File: src/rtl/can_pkg.sv
// Shared CAN CRC-15 constants and the CRC engine state type.
package can_pkg;

    localparam int          CAN_CRC_WIDTH = 15;
    localparam logic [14:0] CAN_CRC_POLY  = 15'h4599;

    typedef enum logic [1:0] {
        IDLE,
        CALC,
        DONE,
        CHECK
    } crc_state_e;

endpackage

File: src/rtl/can_crc15_step.sv
// Combinational single-bit CAN CRC LFSR step (x^15 term implicit in POLY).
import can_pkg::*;

module can_crc15_step #(
    parameter int           W    = CAN_CRC_WIDTH,
    parameter logic [W-1:0] POLY = CAN_CRC_POLY
) (
    input  logic [W-1:0] crc_i,
    input  logic         bit_i,
    output logic [W-1:0] crc_o
);

    logic nxt;

    assign nxt   = bit_i ^ crc_i[W-1];
    assign crc_o = {crc_i[W-2:0], 1'b0} ^ (nxt ? POLY : '0);

endmodule

File: src/rtl/can_crc15_calc.sv
// CAN CRC-15 accumulator: start/step/stop FSM with saturating bit counter.
// Optional received-CRC comparison is built when CAN_CRC_CHECK_EN is defined.
import can_pkg::*;

module can_crc15_calc #(
    parameter int                   CRC_WIDTH = CAN_CRC_WIDTH,
    parameter logic [CRC_WIDTH-1:0] CRC_POLY  = CAN_CRC_POLY,
    parameter logic [CRC_WIDTH-1:0] CRC_INIT  = '0,
    parameter int                   CNT_WIDTH = 7
) (
    input  logic                 clk,
    input  logic                 rst,
    input  logic                 enable_crc,
    input  logic                 bit_valid,
    input  logic                 bit_in,
    input  logic                 crc_end,
    output logic [CRC_WIDTH-1:0] crc_out,
    output logic                 crc_ready,
    output logic                 busy,
    output logic [CNT_WIDTH-1:0] bit_count
`ifdef CAN_CRC_CHECK_EN
    ,
    input  logic                 rx_crc_valid,
    input  logic                 rx_crc_bit,
    output logic                 crc_chk_done,
    output logic                 crc_err
`endif
);

    crc_state_e           state_q, state_d;
    logic [CRC_WIDTH-1:0] crc_q, crc_d;
    logic [CNT_WIDTH-1:0] cnt_q, cnt_d;
    logic [CRC_WIDTH-1:0] step_in, step_out;

    function automatic logic [CNT_WIDTH-1:0] sat_inc(input logic [CNT_WIDTH-1:0] c);
        if (&c) return c;
        return c + {{(CNT_WIDTH-1){1'b0}}, 1'b1};
    endfunction

    // A start pulse coinciding with a bit steps from CRC_INIT so the SOF bit is kept.
    assign step_in = enable_crc ? CRC_INIT : crc_q;

    can_crc15_step #(
        .W    (CRC_WIDTH),
        .POLY (CRC_POLY)
    ) u_step (
        .crc_i (step_in),
        .bit_i (bit_in),
        .crc_o (step_out)
    );

`ifdef CAN_CRC_CHECK_EN
    logic [3:0] idx_q, idx_d;
    logic       mis_q, mis_d;
    logic       err_q, err_d;
    logic       done_q, done_d;
    logic       seen_q, seen_d;
    logic       mis_now;

    assign mis_now = mis_q | (rx_crc_bit != crc_q[4'(CRC_WIDTH-1) - idx_q]);
`endif

    always_comb begin
        state_d = state_q;
        crc_d   = crc_q;
        cnt_d   = cnt_q;
`ifdef CAN_CRC_CHECK_EN
        idx_d   = idx_q;
        mis_d   = mis_q;
        err_d   = err_q;
        done_d  = 1'b0;
        seen_d  = seen_q;
`endif
        if (enable_crc) begin
            state_d = CALC;
            crc_d   = bit_valid ? step_out : CRC_INIT;
            cnt_d   = bit_valid ? CNT_WIDTH'(1) : '0;
`ifdef CAN_CRC_CHECK_EN
            idx_d   = '0;
            mis_d   = 1'b0;
            err_d   = 1'b0;
            seen_d  = 1'b0;
`endif
        end else begin
            case (state_q)
                CALC: begin
                    if (bit_valid) begin
                        crc_d = step_out;
                        cnt_d = sat_inc(cnt_q);
                    end
                    if (crc_end) state_d = DONE;
                end
`ifdef CAN_CRC_CHECK_EN
                DONE, CHECK: begin
                    // Once a full CRC field has been compared, further bits wait for a restart.
                    if (rx_crc_valid && (state_q == CHECK || !seen_q)) begin
                        if (idx_q == 4'(CRC_WIDTH-1)) begin
                            state_d = DONE;
                            err_d   = mis_now;
                            done_d  = 1'b1;
                            seen_d  = 1'b1;
                            idx_d   = '0;
                            mis_d   = 1'b0;
                        end else begin
                            state_d = CHECK;
                            idx_d   = idx_q + 4'd1;
                            mis_d   = mis_now;
                        end
                    end
                end
`endif
                default: ;
            endcase
        end
    end

    always_ff @(posedge clk) begin
        if (rst) begin
            state_q <= IDLE;
            crc_q   <= CRC_INIT;
            cnt_q   <= '0;
`ifdef CAN_CRC_CHECK_EN
            idx_q   <= '0;
            mis_q   <= 1'b0;
            err_q   <= 1'b0;
            done_q  <= 1'b0;
            seen_q  <= 1'b0;
`endif
        end else begin
            state_q <= state_d;
            crc_q   <= crc_d;
            cnt_q   <= cnt_d;
`ifdef CAN_CRC_CHECK_EN
            idx_q   <= idx_d;
            mis_q   <= mis_d;
            err_q   <= err_d;
            done_q  <= done_d;
            seen_q  <= seen_d;
`endif
        end
    end

    assign crc_out   = crc_q;
    assign bit_count = cnt_q;
    assign busy      = (state_q == CALC);
    assign crc_ready = (state_q == DONE) || (state_q == CHECK);
`ifdef CAN_CRC_CHECK_EN
    assign crc_chk_done = done_q;
    assign crc_err      = err_q;
`endif

endmodule

File: config.mk
export PLATFORM = sky130hd
export DESIGN_NAME = can_crc15_calc
export DESIGN_NICKNAME = d
export VERILOG_FILES = /design/src/rtl/can_pkg.sv /design/src/rtl/can_crc15_step.sv /design/src/rtl/can_crc15_calc.sv
export SDC_FILE = /design/constraint.sdc
export NUM_CORES = 1
export LEC_CHECK = 0
export BUFFER_PORTS_ARGS = -buffer_cell sky130_fd_sc_hd__buf_2
export CORE_MARGIN = 2
export CORE_UTILIZATION = 47
export CTS_BUF_LIST = sky130_fd_sc_hd__clkbuf_8
export DETAILED_ROUTE_END_ITERATION = 16
export GPL_TIMING_DRIVEN = 0
export PLACE_DENSITY = 0.84
export REMOVE_ABC_BUFFERS = 1
export SETUP_SLACK_MARGIN = 0.02
export SYNTH_ARGS = -nofsm -noshare
export SYNTH_HDL_FRONTEND = slang
export SYNTH_SLANG_ARGS = --single-unit
File: constraint.sdc
create_clock -name clk -period 1.95 [get_ports clk]
set_input_delay 0.39 -clock clk [delete_from_list [all_inputs] [get_ports clk]]
set_output_delay 0.39 -clock clk [all_outputs]
set_load 0.01 [all_outputs]
==> impl_results.md <==
* Outcome: completed
* Worst-case clock buffer depth at 2
* Multi-input gate area in the final layout at 588.1 µm²
* Ports at 30
* Final-layout fill cell count at 209
* Cts repair resizes at 0
* Commonest non-fill, non-tap cell in the layout: buf_2
* Distinct cell type count after synthesis at 30
* First drt pass iteration count at 4
* Hold Startpoint: crc_end
* XOR/XNOR share of the synthesized area at 0.7752%
* Overall Global Routing Usage at 18.44%
* CTS tree: done
* Met2 global-route usage at slightly below 30%
* Clock Sinks at 24
* CP Capture Type: register
* Met1 usage at 24.52%
* Worst path required time at 2.09 ns
* Area grow syn2layout at 15.72%
* Synth Cell Area at about 1100 µm²
* Peak supply drop at 0.4946 mV
* Pwr/cell area at 751.7 nW/µm²
* #FFs+latches synth at 24
* Period utilisation layout at 83.77%
* Port Buffers at 29
* Initial DRC Count at 23
* Worst Hold End: state_q[1]
* Hold Buf Count CTS at 0
* Clock period minus worst slack at between 1.5 and 2 ns
* Met3 usage at 4.237%
* Fin. max-slew vios at 0
* Adder-cell area share of the yosys netlist at between 1 and 1.5%
* P_leak at between 0.5 and 0.6 nW
* Clk slew on worst S/H paths at 0.09 ns
* Post-synthesis sequential area ratio at 42.52%
* Final hold vios at 0
* Die Ht at 53.03 µm
* Total power at 0.9829 mW
* Most frequent cells in the layout: buf_2 (29), dfxtp_1 (24), nand2_1 (23)
* # DRC at 0
* Post-CTS Repair Setup Buffers at 0
* Pin count of the biggest net entering global routing at 32
* Area contributors post-synth: dfxtp_1 (43%), nand2_1 (7.6%), a21oi_1 (5.8%), a311oi_1 (5.4%), nand3b_1 (4.7%)
* FF/Latch Area at 480.5 µm²
* Max Fclk at 612.2 MHz
* Post-synthesis average cell area at approximately 8.4 µm²
* Relative slew slack at 45.08%
* Compound-Gate Fraction of Synth Area at ~16%
* Die W at 53.03 µm
* Register share of total power at 53.3%
* Hold path depth at 3
* Initial Util at 50.59%
* H-tree levels at 1
* Wirelength, routed at 2416 µm
* Post-DP HPWL at 1615 µm
* Wirelength per Cell at 13.20 µm
* P_sw at 0.2465 mW
* Initial antenna violation count at 0
* CTS Buf Count at 3
* Int Pwr at 0.7364 mW
* Diodes inserted at 0
* Max Cap Viol at 0
* R2r startpoint: state_q[1]
* Vias after detailed routing at 1025
* Clk_skew at about 0.0051 ns
* Total grt overflow at 0
* HP Class: in -> reg
* Rows at 17
* Worst-path fanout max at 19
* Top cell type's share of synthesized area at 42.52%
* Crit Path Class: reg -> reg
* Reg2reg path depth at 3
* Dominant cell type by area after synthesis: dfxtp_1
* Clock latency at the later pin of the worst-skew pair at roughly 0.27 ns
* Logic pwr share at 12.1%
* Vias in the first global route at 872
* Via/cell ratio at approximately 5.6
* Final RePlAce weighted congestion at approximately 0.76
* Die area at 2812 µm²
* First-pass GRT wire length at 3836 µm
* Root Buffer: clkbuf_8
* GRT busiest layer: met2
* Synth Warn # at 0
* Antenna Nets Post-Route at 0
* Setup_tns at 0 ns
* Final #Nets at 163
* Slew @ Worst Pin at 0.8180 ns
* Share of cells above drive strength 1 at 25.16%
* Reg-to-reg setup timing slack at 0.32 ns
* Mapped Cells at 134
* Crit path launch type: register
* Post-Synth Simple-Gate Area at a little under a third
* RSZ-0062 raised after global routing: false
* Sw Ratio at 25.08%
* Setup violation total in the final timing report at 0
* Clock network power share at 34.6%
* Critical path arrival at 1.78 ns
* R2R Path End: crc_out[14]
* Mux cell area share after synthesis at 3.544%
* Core area at about 2200 µm²
* Largest family of logic cells by synthesized area: simple AND/OR/NAND/NOR gates
[cell type report]
cell class	instances	area share (%)
clock buffers	4	4.211
multi-input cells	97	44.98
inverters	1	0.2871
flip-flops and latches	24	36.75
repair buffers	29	11.10
well taps	28	2.679
[cell families (layout without fill, tap and decap cells)]
logic type	count (synthesis)	count (layout)
muxes	4	4
DFF	24	24
adders and majority gates	1	1
and+or+nand+nor	64	64
buffers and inverters	13	34
AOI/OAI and AO/OA	27	27
xor gates and xnor gates	1	1
[stage by stage]
| stage | cells | setup slack (ns) | cell area [µm²] | util [%] | hold slack (ns) |
|---|---|---|---|---|---|
| global placement | 179 | 0.2346 | 1252 | 56.08 | 0.4472 |
| global route | 183 | 0.1992 | 1308 | 58.54 | 0.3798 |
| CTS | 183 | 0.3134 | 1308 | 58.54 | 0.3768 |
| floorplan | 122 | 0.5417 | 1072 | - | 0.4621 |
| finish | 183 | 0.3164 | 1308 | 58.54 | 0.3787 |
| detailed placement | 179 | 0.2034 | 1252 | 56.08 | 0.4555 |
[layer usage]
metal | wire (µm) | vias up
li1 | - | 525
met1 | 1163 | 465
met2 | 1096 | 32
met3 | 130 | 3
met4 | 26 | 0
met5 | 0 | -
[worst max path at each step]
| stage | start | end | slack (ns) |
|---|---|---|---|
| 4_1_cts | state_q[1] | crc_out[14] | 0.31 |
| 6_report | state_q[1] | crc_out[14] | 0.32 |
| 5_1_grt | state_q[0] | crc_out[7] | 0.20 |
| 2_1_floorplan | bit_count[0] | bit_count[5] | 0.54 |
| 3_5_place_dp | bit_valid | crc_out[14] | 0.20 |
| 3_3_place_gp | bit_valid | crc_out[7] | 0.23 |
[cell usage after synthesis, drive strengths merged]
library cell,instances
buf,5
and3,2
a21oi,13
o21a,1
xnor2,1
and3b,1
dfxtp,24
o211a,1
o2111ai,1
clkbuf,7
nand4,1
ha,1
a31oi,1
a211oi,3
a311oi,7
nand3,4
nand3b,7
nor2,3
inv,1
mux2i,4
nor3,7
or2,2
and2,1
or3,9
nor4b,1
nand2,23
nand2b,2
nor2b,1
[flip-flops by register name, indices dropped and copies added (netlist names)]
name and flops:
state_q 2, bit_count 7, crc_out 15
[power by group through the flow]
stage / registers (mW) / logic, mW / clock network, mW
finish: 0.523 / 0.119 / 0.340
global route: 0.527 / 0.134 / 0.364
CTS: 0.523 / 0.121 / 0.348
detailed placement: 0.535 / 0.120 / 0
global placement: 0.534 / 0.117 / 0
floorplan: 0.540 / 0.0651 / 0
[worst max-delay path: stages, from the launching register on]
cell and delay [ns]:
dfxtp_1 0.35, and3b_1 0.67, o21a_1 0.35, a311oi_1 0.14
Note: power is estimated with default switching activity, not from simulation.
